`src/rtl/multicycle_sequencer.sv`:
```
`default_nettype none
//==============================================================================
// Module      : multicycle_sequencer (+ multicycle_sequencer_pkg)
// Description : FETCH/DECODE/EXECUTE/MEM/WRITEBACK control sequencer for the
//               RV32I subset, with sticky HALT on illegal op or memory timeout.
//               Optional performance counters built when PERF_CNT_EN is defined.
// Revision    : 1.0 - initial release
//==============================================================================

package multicycle_sequencer_pkg;
    typedef struct packed {
        logic       reg_write;
        logic       mem_read;
        logic       mem_write;
        logic       mem_to_reg;
        logic       is_branch;
        logic       alu_src;
        logic [1:0] alu_op;
        logic [2:0] encoding;
    } control_type;
endpackage

module multicycle_sequencer
    import multicycle_sequencer_pkg::*;
#(
    parameter int unsigned MEM_TIMEOUT = 255
) (
    input  logic        clk,
    input  logic        reset,
    input  control_type ctrl_in,
    input  logic        alu_zero,
    output logic        imem_req,
    input  logic        imem_ready,
    output logic        dmem_req,
    output logic        dmem_we,
    input  logic        dmem_ready,
    output logic        ir_write,
    output logic        pc_write,
    output logic        pc_src,
    output control_type ex_control,
    output logic        reg_write_en,
    output logic        mem_to_reg,
    output logic        retire,
    output logic        halted,
    output logic [1:0]  err_code,
    output logic [31:0] cycle_count,
    output logic [31:0] instret_count
);

    localparam logic [2:0] c_st_fetch   = 3'd0;
    localparam logic [2:0] c_st_decode  = 3'd1;
    localparam logic [2:0] c_st_execute = 3'd2;
    localparam logic [2:0] c_st_mem     = 3'd3;
    localparam logic [2:0] c_st_wb      = 3'd4;
    localparam logic [2:0] c_st_halt    = 3'd5;

    localparam logic [1:0] c_err_illegal = 2'b01;
    localparam logic [1:0] c_err_imem    = 2'b10;
    localparam logic [1:0] c_err_dmem    = 2'b11;

    // Timeout fires on the wait cycle that would bring the count to MEM_TIMEOUT
    localparam logic [7:0] c_wait_last = 8'(MEM_TIMEOUT - 1);

    logic [2:0]  r_state;
    logic [2:0]  w_state_nxt;
    control_type r_ex_control;
    logic [1:0]  r_err;
    logic [7:0]  r_wait;

    logic w_fetch, w_decode, w_exec, w_mem, w_wb, w_halt;
    logic w_fetch_done, w_mem_done, w_fetch_to, w_mem_to;
    logic w_illegal, w_is_mem_op, w_branch_exec, w_retire, w_wait_clr;

    assign w_fetch  = (r_state == c_st_fetch);
    assign w_decode = (r_state == c_st_decode);
    assign w_exec   = (r_state == c_st_execute);
    assign w_mem    = (r_state == c_st_mem);
    assign w_wb     = (r_state == c_st_wb);
    assign w_halt   = (r_state == c_st_halt);

    assign w_fetch_done  = w_fetch & imem_ready;
    assign w_mem_done    = w_mem & dmem_ready;
    assign w_fetch_to    = w_fetch & ~imem_ready & (r_wait == c_wait_last);
    assign w_mem_to      = w_mem & ~dmem_ready & (r_wait == c_wait_last);
    assign w_illegal     = ~(ctrl_in.reg_write | ctrl_in.mem_write | ctrl_in.is_branch);
    assign w_is_mem_op   = r_ex_control.mem_read | r_ex_control.mem_write;
    assign w_branch_exec = w_exec & r_ex_control.is_branch;
    assign w_retire      = w_branch_exec | (w_mem_done & r_ex_control.mem_write) | w_wb;

    always_comb begin
        w_state_nxt = r_state;
        case (r_state)
            c_st_fetch: begin
                if (imem_ready)
                    w_state_nxt = c_st_decode;
                else if (w_fetch_to)
                    w_state_nxt = c_st_halt;
            end
            c_st_decode:
                w_state_nxt = w_illegal ? c_st_halt : c_st_execute;
            c_st_execute: begin
                if (r_ex_control.is_branch)
                    w_state_nxt = c_st_fetch;
                else if (w_is_mem_op)
                    w_state_nxt = c_st_mem;
                else
                    w_state_nxt = c_st_wb;
            end
            c_st_mem: begin
                if (dmem_ready)
                    w_state_nxt = r_ex_control.mem_write ? c_st_fetch : c_st_wb;
                else if (w_mem_to)
                    w_state_nxt = c_st_halt;
            end
            c_st_wb:   w_state_nxt = c_st_fetch;
            c_st_halt: w_state_nxt = c_st_halt;
            default:   w_state_nxt = c_st_fetch;
        endcase
    end

    assign w_wait_clr = ((w_state_nxt == c_st_fetch) && !w_fetch) ||
                        ((w_state_nxt == c_st_mem) && !w_mem);

    always_ff @(posedge clk) begin
        if (reset) begin
            r_state      <= c_st_fetch;
            r_ex_control <= '0;
            r_err        <= 2'b00;
            r_wait       <= 8'd0;
        end else begin
            r_state <= w_state_nxt;
            if (w_decode)
                r_ex_control <= ctrl_in;
            if (w_decode && w_illegal)
                r_err <= c_err_illegal;
            else if (w_fetch_to)
                r_err <= c_err_imem;
            else if (w_mem_to)
                r_err <= c_err_dmem;
            if (w_wait_clr)
                r_wait <= 8'd0;
            else if ((w_fetch & ~imem_ready) | (w_mem & ~dmem_ready))
                r_wait <= r_wait + 8'd1;
        end
    end

    assign imem_req     = ~reset & w_fetch;
    assign ir_write     = ~reset & w_fetch_done;
    assign pc_write     = ~reset & (w_fetch_done | (w_branch_exec & alu_zero));
    assign pc_src       = ~reset & w_branch_exec;
    assign dmem_req     = ~reset & w_mem;
    assign dmem_we      = ~reset & w_mem & r_ex_control.mem_write;
    assign reg_write_en = ~reset & w_wb;
    assign mem_to_reg   = ~reset & w_wb & r_ex_control.mem_to_reg;
    assign retire       = ~reset & w_retire;
    assign halted       = w_halt;
    assign ex_control   = r_ex_control;
    assign err_code     = r_err;

`ifdef PERF_CNT_EN
    logic [31:0] r_cycle_cnt;
    logic [31:0] r_instret;

    always_ff @(posedge clk) begin
        if (reset) begin
            r_cycle_cnt <= 32'd0;
            r_instret   <= 32'd0;
        end else begin
            if (!w_halt)
                r_cycle_cnt <= r_cycle_cnt + 32'd1;
            if (w_retire)
                r_instret <= r_instret + 32'd1;
        end
    end

    assign cycle_count   = r_cycle_cnt;
    assign instret_count = r_instret;
`else
    assign cycle_count   = 32'd0;
    assign instret_count = 32'd0;
`endif

endmodule

`default_nettype wire

```
`config.mk`:
```
export PLATFORM = sky130hd
export DESIGN_NAME = multicycle_sequencer
export DESIGN_NICKNAME = d
export VERILOG_FILES = /design/src/rtl/multicycle_sequencer.sv
export SDC_FILE = /design/constraint.sdc
export NUM_CORES = 1
export LEC_CHECK = 0
export CAP_MARGIN = 25
export CORE_MARGIN = 5
export CORE_UTILIZATION = 25
export CTS_CLUSTER_SIZE = 20
export DETAILED_ROUTE_END_ITERATION = 10
export GPL_ROUTABILITY_DRIVEN = 0
export HOLD_SLACK_MARGIN = 0.12
export SLEW_MARGIN = 10
export SYNTH_ARGS = -nofsm -noshare
export SYNTH_HDL_FRONTEND = slang
export SYNTH_SLANG_ARGS = --single-unit
```
`constraint.sdc`:
```
create_clock -name clk -period 2.35 [get_ports clk]
set_input_delay 0.235 -clock clk [delete_from_list [all_inputs] [get_ports clk]]
set_output_delay 0.235 -clock clk [all_outputs]
set_load 0.03 [all_outputs]
```
==> flow_summary.toml, run 1 <==
[worst_setup_path]
cpMaxStageDelayCell = "clkdlybuf4s50_1"
critPathRequiredTime_ns = 2.12
crit_path_end_kind = "primary output"
startpoint_type = "register"
worstPathCellList = "nor2b_1 -> a22oi_1 -> nor2_1 -> clkdlybuf4s50_1"
worstSetupPathType = "register to primary output"
crit_family = "buffers and inverters"
critical_path_peak_fanout = 7
cp_num_buf_inv = 1
slowest_delay_ns = 0.69
arrival_ns = 1.91

[global_route]
antenna_found_initial = 0
met3_usage_pct = 2.193
grt_pass1_wl_microns = 5637
use_met2_pct = 12.21
busiest_layer = "met2"
gr-usage-met1_pct = 10.93
overflow = 0
grt_pass1_vias = 1181
grt_usage_pct = 7.812
grt_max_degree = 17

[floorplan]
fp.dieH_microns = 92.75
start_util_pct = 25.47
fp-row-count = 30
num_io_pins = 103
die_w_microns = 92.75
die-area_sq_um = 8602
core_area_sq_um = 6719

[sta]
hold_viol_final = 0
final_max_slew_viol_count = 0
finalClockSkew_ns = 0.003322
fin_crit_ns = 2.146
timing.final.ws_setup_ns = 0.2043
fmax_ghz = 0.4661
setup_viol = 0
worst_hold_slack_ns = 0.4557
post-route-period-util_pct = 91.30
rsz0062_at_grt = "false"

[status]
status = "complete, no violations"

[clock_tree]
htree_levels = 1
cts_sinks = 24
cts_root_buf = "clkbuf_8"
worstSkewPairLatency_ns = 0.26
tritoncts = "done"
cts_buffers = 3
ctsHoldBuffers = 0
postCtsSetupBuffers = 0
clockBufferDepth = 2
path_clk_slew_ns = 0.08

[yosys]
synth_seq_cells = 24
synthFlopType = "dfxtp_1"
synth_fa_ha_area_share_pct = 1.462
synthesis.area_sq_um = 1712
synth_compound_gate_area_share_pct = 13.89
synth_edf_count = 0
synthMuxAreaShare_pct = 0
postSynthAreaPerCell_sq_um = 7.924
syn-instance-count = 216
synth_cell_types = 43
synthXorXnorAreaFrac_pct = 3.582
yosys.area_share.simple_pct = 21.35
yosysWarnings = 0
synth_top_family_by_area = "buffers and inverters"
ys_seq_area_share_pct = 28.07
ys_async_sr_fraction_pct = 0

[job]
maxCapViolations = 0

[finish]
final_layout_size_suffix_gt1_share_pct = 10.89
area_delta_synth_final_pct = 17.47
n_antenna_cell = 0
final_nets = 277

[route]
dr.first_iter.drc_count = 65
ant_nets = 0
totalWireLength_microns = 3775
drc = 0
via_count = 1330
wl_per_cell_microns = 11.20
drtPass1Iterations = 4
avgViaCountPerCell = 3.947

[power]
p_leak_nw = 0.8393
ir_worst_vdd_v = 0.0002783
finalPower_w = 0.001082
pwr_density_cell_nw_per_um2 = 538.2

[place]
place_ws_ns = 0.1715
port_buffers = 38
dp_hpwl_microns = 3075

[worst_hold_path]
hold_class = "register to register"
-- per-stage QoR --
stage | cell area, sq um | setup TNS [ns] | std cells | util, %
after floorplan | 1954 | -0.005846 | 279 | -
after global placement | 1968 | 0 | 334 | 29.29
after detailed placement | 1968 | 0 | 334 | 29.29
after CTS | 2009 | 0 | 337 | 29.91
after global routing | 2011 | 0 | 337 | 29.93
final | 2011 | 0 | 337 | 29.93
-- state kept, by name (all words and copies together), names as in the netlist --
| register | count |
|---|---|
| ex_control | 11 |
| r_wait | 8 |
| r_state | 3 |
| err_code | 2 |
-- cells in the mapped netlist, types with 3 or more instances --
cell type,instances,area (sq um)
dfxtp_1,24,480.5
nor4_1,3,18.77
nor3_1,4,20.02
xnor2_1,3,26.28
nand3_1,5,25.02
inv_1,5,18.77
or3_1,3,18.77
and2_1,3,18.77
a21oi_1,24,120.1
xor2_1,4,35.03
nor2_1,11,41.29
buf_4,65,488.0
nand2_1,28,105.1
-- what timing repair did --
| item | 4_1_cts | 5_1_grt |
|---|---|---|
| endpoints found under the setup margin | 0 | 1 |
| endpoints found under the hold margin | 0 | 0 |
| resized for setup | 0 | 1 |
-- final timing paths --
| kind | from | end | slack (ns) | cells after the start |
|---|---|---|---|---|
| setup / recovery | r_state[1] | retire | 0.20 | 4 |
| hold reg to reg | ex_control[1] | ex_control[1] | 0.46 | 2 |
| setup reg to reg | r_wait[1] | r_wait[1] | 0.37 | 6 |
| hold / removal | ex_control[1] | ex_control[1] | 0.46 | 2 |
-- metal layers --
layer  wire [microns]  part of all wire (%)
met1             1710                    45
met2             1665                    44
met3              384                    10
met4               14                  0.37
met5                0                     0
-- cells in the final DEF, fill, tap and decap left out, types with 2 or more instances in the layout --
cell             instances
and2_1                   3
nand4_1                  2
dfxtp_1                 23
nor3_1                   4
or3_1                    3
conb_1                  64
a21oi_1                 24
ha_1                     2
clkdlybuf4s50_1         30
xnor2_1                  3
xor2_1                   4
clkbuf_8                 3
nor4_1                   2
nand3_1                  5
nor2_1                  11
nand2_1                 28
inv_1                    5
buf_4                   15
-- worst register-to-register path: cells and delay by family, from the launching register on --
| family | cells | cell delay (ns) |
|---|---|---|
| compound gates | 2 | 0.71 |
| fa+ha+maj | 1 | 0.18 |
| flops | 1 | 0.42 |
| simple gates | 3 | 0.60 |
-- cell type report --
| class | count | area, sq um |
|---|---|---|
| fillers | 729 | 4708 |
| multi-input cells | 179 | 935.9 |
| flip-flops and latches | 24 | 481.7 |
| repair buffers | 46 | 432.9 |
| well taps | 80 | 100.1 |
| clock buffers | 3 | 41.29 |
| inverters | 5 | 18.77 |
-- cells by family (layout without fill, tap and decap cells) --
group / Yosys count / count (layout)
flops: 24 / 24
fa+ha+maj: 2 / 2
compound gates: 35 / 35
xor+xnor: 7 / 7
simple gates: 71 / 71
buf+inv: 76 / 54
other cells: 1 / 64
-- power by group --
| group | total (W) | internal (W) | switching, W |
|---|---|---|---|
| Sequential | 0.000461 | 0.000431 | 0.0000297 |
| Combinational | 0.000383 | 0.000109 | 0.000274 |
| Clock | 0.000239 | 0.000114 | 0.000124 |
| Total | 0.00108 | 0.000655 | 0.000428 |
No activity file was read; power rests on OpenSTA's default activity.
==> run 2: changes to the inputs <==
- CTS_CLUSTER_DIAMETER: default -> 40
==> results of run 2 <==
Final layout, timing and power as in run 1 (identical DEF).
